**src/rtl/jk_pkg.sv**
```systemverilog
// Shared constants and FSM state type for the JK bank arbiter.
// Command encoding is {j,k}.
package jk_pkg;
   localparam int unsigned WIDTH = 8;

   localparam logic [1:0] CMD_HOLD = 2'b00;
   localparam logic [1:0] CMD_CLR  = 2'b01;
   localparam logic [1:0] CMD_SET  = 2'b10;
   localparam logic [1:0] CMD_TGL  = 2'b11;

   typedef enum logic [1:0] {
      IDLE  = 2'd0,
      APPLY = 2'd1,
      ACK   = 2'd2
   } state_t;
endpackage

```
**src/rtl/jk_cell.sv**
```systemverilog
// Single JK flip-flop with asynchronous active-high reset.
// qbar is derived from q so the two can never disagree, even during reset.
module jk_cell
   import jk_pkg::*;
(
   input  logic clk,
   input  logic rst,
   input  logic j,
   input  logic k,
   output logic q,
   output logic qbar
);

   always_ff @(posedge clk or posedge rst) begin
      if (rst) begin
         q <= 1'b0;
      end else begin
         case ({j, k})
            CMD_HOLD: q <= q;
            CMD_CLR:  q <= 1'b0;
            CMD_SET:  q <= 1'b1;
            CMD_TGL:  q <= ~q;
            default:  q <= q;
         endcase
      end
   end

   assign qbar = ~q;

endmodule

```
**src/rtl/jk_bank_arbiter.sv**
```systemverilog
// Round-robin arbiter between two requesters sharing a bank of JK cells.
// Each operation runs IDLE -> APPLY -> ACK; q updates on the APPLY->ACK edge.
module jk_bank_arbiter
   import jk_pkg::*;
(
   input  logic             clk,
   input  logic             rst,
   input  logic             req_a,
   input  logic [1:0]       cmd_a,
   input  logic [WIDTH-1:0] mask_a,
   input  logic             req_b,
   input  logic [1:0]       cmd_b,
   input  logic [WIDTH-1:0] mask_b,
   output logic             ack_a,
   output logic             ack_b,
   output logic [WIDTH-1:0] q,
   output logic [WIDTH-1:0] qbar,
   output logic             busy,
   output logic             last_grant
);

   state_t           state;
   logic [1:0]       cmd_l;
   logic [WIDTH-1:0] mask_l;
   logic             grant_b;
   logic [WIDTH-1:0] j_vec;
   logic [WIDTH-1:0] k_vec;

   // B wins when alone, or when both ask and A was served last.
   always_comb begin
      grant_b = req_b & (~req_a | ~last_grant);
   end

   always_ff @(posedge clk or posedge rst) begin
      if (rst) begin
         state      <= IDLE;
         cmd_l      <= '0;
         mask_l     <= '0;
         ack_a      <= 1'b0;
         ack_b      <= 1'b0;
         busy       <= 1'b0;
         last_grant <= 1'b1;
      end else begin
         case (state)
            IDLE: begin
               if (req_a || req_b) begin
                  cmd_l      <= grant_b ? cmd_b : cmd_a;
                  mask_l     <= grant_b ? mask_b : mask_a;
                  last_grant <= grant_b;
                  busy       <= 1'b1;
                  state      <= APPLY;
               end
            end
            APPLY: begin
               ack_a <= ~last_grant;
               ack_b <= last_grant;
               state <= ACK;
            end
            ACK: begin
               ack_a <= 1'b0;
               ack_b <= 1'b0;
               busy  <= 1'b0;
               state <= IDLE;
            end
            default: state <= IDLE;
         endcase
      end
   end

   // Cells see a non-hold command only during APPLY and only where masked in.
   always_comb begin
      j_vec = '0;
      k_vec = '0;
      if (state == APPLY) begin
         j_vec = mask_l & {WIDTH{cmd_l[1]}};
         k_vec = mask_l & {WIDTH{cmd_l[0]}};
      end
   end

   for (genvar i = 0; i < WIDTH; i++) begin : g_cell
      jk_cell u_cell (
         .clk  (clk),
         .rst  (rst),
         .j    (j_vec[i]),
         .k    (k_vec[i]),
         .q    (q[i]),
         .qbar (qbar[i])
      );
   end

endmodule

```
**config.mk**
```make
export PLATFORM = sky130hd
export DESIGN_NAME = jk_bank_arbiter
export DESIGN_NICKNAME = d
export VERILOG_FILES = /design/src/rtl/jk_pkg.sv /design/src/rtl/jk_cell.sv /design/src/rtl/jk_bank_arbiter.sv
export SDC_FILE = /design/constraint.sdc
export NUM_CORES = 1
export LEC_CHECK = 0
export CAP_MARGIN = 10
export CELL_PAD_IN_SITES_DETAIL_PLACEMENT = 1
export CELL_PAD_IN_SITES_GLOBAL_PLACEMENT = 1
export CORE_ASPECT_RATIO = 0.9
export CORE_MARGIN = 2
export CORE_UTILIZATION = 37
export CTS_CLUSTER_DIAMETER = 60
export DETAILED_ROUTE_END_ITERATION = 10
export PLACE_DENSITY = 0.82
export SYNTH_ARGS = -nofsm -noshare
export SYNTH_HDL_FRONTEND = slang
export SYNTH_SLANG_ARGS = --single-unit
```
**constraint.sdc**
```tcl
create_clock -name clk -period 2.4 [get_ports clk]
set_input_delay 0.24 -clock clk [delete_from_list [all_inputs] [get_ports clk]]
set_output_delay 0.24 -clock clk [all_outputs]
set_load 0.005 [all_outputs]
```
==> run_results.csv <==
group,metric,value,unit
status,run_status,"finished, final reports clean",
clock_network,clockBufferDepth,2,
place,io_buffers,43,
routing,drt_iter0_markers,30,
power_and_ir_drop,p_total,0.00220,W
routing,first_pass_iters,3,
critical_path,max_stage_delay,620,ps
critical_path,critPathBufInv,1,
finish,mostFrequentLayoutCell,"clkdlybuf4s50_1",
logic_synthesis,synthesis.area,0.00136,mm^2
clock_network,clkTransAtPathRegs,90,ps
sta,finalCriticalPeriod,1670,ps
power_and_ir_drop,switchingPower,0.000771,W
power_and_ir_drop,worst_ir_drop_vdd,0.000399,V
routing,drt_wl_total,2770,um
logic_synthesis,synth_edf_count,0,
finish,layout_common_cells,"clkdlybuf4s50_1, dfrtp_1, nand2_1, nor2_1, inv_1",
floorplan,rows,20,
critical_path,endpoint_kind,"output port",
logic_synthesis,synth_largest_area_cell,"dfrtp_1",
routing,drc,0,
power_and_ir_drop,clock_power_share,0.161,
logic_synthesis,synthArstFlopShare,1.00,
power_and_ir_drop,p_seq_frac,0.371,
clock_network,clock_sinks,24,
power_and_ir_drop,p_sw_frac,0.351,
logic_synthesis,ys_seq_elements,24,
routing,dr.max_layer_used,"met4",
finish,n_antenna_cell,0,
routing,via_per_inst,4.82,
sta,slew_violations,0,
logic_synthesis,synth_ff_type,"dfrtp_1",
routing,vias,989,
logic_synthesis,synth.area.top_cells,"dfrtp_1, buf_4, a31oi_2, ha_1, a31oi_1",
place,gp_congestion,0.768,
logic_synthesis,synth-seq-area-share,0.444,
clock_network,ctsResizeCount,0,
global_routing,overflow,0,
logic_synthesis,synth.distinct_cells,22,
floorplan,pin_count,44,
critical_path,critPathTopFamily,"flip-flops",
flow_run,maxCapViolations,0,
clock_network,ctsHtreeMaxLevel,1,
routing,wl_met2,1390,um
critical_path,path_cells,"clkdlybuf4s50_1",
finish,fin_nets,191,
critical_path,path_class,"reg2out",
logic_synthesis,syn_inst,135,
place,hpwl,2190,um
global_routing,track_usage,0.147,
sta,slew_headroom,0.407,
routing,route.met3.wl,105,um
sta,max_freq,599,MHz
logic_synthesis,synth-simple-area-share,0.132,
clock_network,cts_setup_buffers,0,
finish,drive_gt1_frac,0.186,
floorplan,die_y,61.4,um
routing,postRouteAntennaNets,0,
clock_network,worstSkewPairLatency,270,ps
logic_synthesis,synthAdderAreaFrac,0.0462,
sta,tightestPinTransition,889,ps
clock_network,cts_tree,"built",
routing,wl_per_cell,13.5,um
logic_synthesis,synth_top_cell_area_share,0.425,
logic_synthesis,yosys_warnings,0,
logic_synthesis,synth_top_family_by_area,"compound AO/OA/AOI/OAI gates",
finish,synthToLayoutAreaGrowth,29.4,%
clock_network,root_buffer,"clkbuf_8",
power_and_ir_drop,p_leak,0.738,nW
floorplan,initial_core_util,0.392,
routing,wl_met1,1240,um
min_path,hold_class,"in2async",
logic_synthesis,synth_compound_area_frac,0.202,
finish,n_fill_cell,394,
power_and_ir_drop,p_int,0.00143,W
global_routing,grt_max_degree,25,
sta,clock_skew,3.25,ps
clock_network,cts_made_buffers,3,
logic_synthesis,avgSynthCellArea,10.0,um^2
critical_path,crit_path_start_kind,"flip-flop",
sta,finalSetupViolations,0,
critical_path,cp_slowest_cell,"dfstp_2",
power_and_ir_drop,power_frac_comb,0.468,
logic_synthesis,synth_nets,164,
power_and_ir_drop,power_density,1250,mW/mm^2
sta,grt_setup_unrepaired,"false",
critical_path,worstPathMaxFanout,7,
critical_path,arrival,1430,ps
global_routing,grt_pass1_wl,4520,um
critical_path,crit_required,2160,ps
logic_synthesis,synth_xor_area_frac,0,
global_routing,antenna_found_initial,0,
sta,final.setup.tns,0,ps
floorplan,fp.coreArea,0.00345,mm^2
floorplan,die-area,0.00416,mm^2
critical_path,reg2reg_slack,810,ps
sta,finalHoldViolations,0,
global_routing,grt_pass1_vias,985,
logic_synthesis,synthMuxAreaShare,0.0249,
sta,finalCritPeriodShare,0.696,
floorplan,die_width,67.8,um
clock_network,ctsHoldBuffers,0,
[registers in the layout (all words and copies together), names as in the netlist]
signal           flops
last_grant           1
ack_a                1
state                2
busy                 1
mask_l               8
cmd_l                2
g_cell.u_cell.q      8
ack_b                1
[cells by family after synthesis]
family,count (synthesis)
simple gates,37
compound gates,33
buf+inv,33
flops,24
fa+ha+maj,5
mux,3
[Yosys cell counts (all sizes together), types with 2 or more instances]
| cell | instances |
|---|---|
| dfrtp | 23 |
| mux2 | 3 |
| inv | 12 |
| and2 | 2 |
| ha | 5 |
| nor2 | 12 |
| a31oi | 19 |
| buf | 20 |
| a21oi | 10 |
| nand2 | 21 |
[power groups by stage]
stage	clock network [W]	registers, W	logic, W
3_5_place_dp	0	0.000824	0.00104
4_1_cts	0.000361	0.000817	0.00104
3_3_place_gp	0	0.000804	0.000992
2_1_floorplan	0	0.000767	0.000788
6_report	0.000354	0.000815	0.00103
5_1_grt	0.000373	0.000853	0.00115
[metrics by stage]
stage / hold WS, ps / util / cells / instance area (um^2) / setup WS, ps
2_1_floorplan: 254 / - / 135 / 1360 / 1030
3_3_place_gp: 476 / 0.487 / 201 / 1680 / 733
3_5_place_dp: 475 / 0.487 / 201 / 1680 / 655
4_1_cts: 491 / 0.508 / 205 / 1750 / 723
5_1_grt: 524 / 0.508 / 205 / 1750 / 649
6_report: 461 / 0.508 / 205 / 1750 / 730
[area by class of cell]
| type | count | area, um^2 | area share |
|---|---|---|---|
| well taps | 44 | 55.1 | 0.0314 |
| flip-flops and latches | 24 | 602 | 0.343 |
| clock buffers | 3 | 41.3 | 0.0236 |
| clock inverters | 1 | 30.0 | 0.0171 |
| inverters | 12 | 45.0 | 0.0257 |
| multi-input cells | 78 | 549 | 0.313 |
| repair buffers | 43 | 430 | 0.246 |
[per-layer routing]
| layer | vias up | track usage |
|---|---|---|
| met5 | - | 0 |
| met4 | 0 | 0.0600 |
| met3 | 4 | 0.0110 |
| met2 | 24 | 0.254 |
| met1 | 473 | 0.194 |
| li1 | 488 | - |
[final timing paths]
kind | to | startpoint | cells after the start
max | last_grant | last_grant | 1
min | g_cell[2].u_cell.q | rst | 2
max reg2reg | mask_l[0] | state[1] | 5
min reg2reg | g_cell[4].u_cell.q | mask_l[4] | 1
max in group asynchronous | cmd_l[0] | rst | 2
min in group clk | g_cell[4].u_cell.q | mask_l[4] | 1
(Power assumes the default switching activity.)
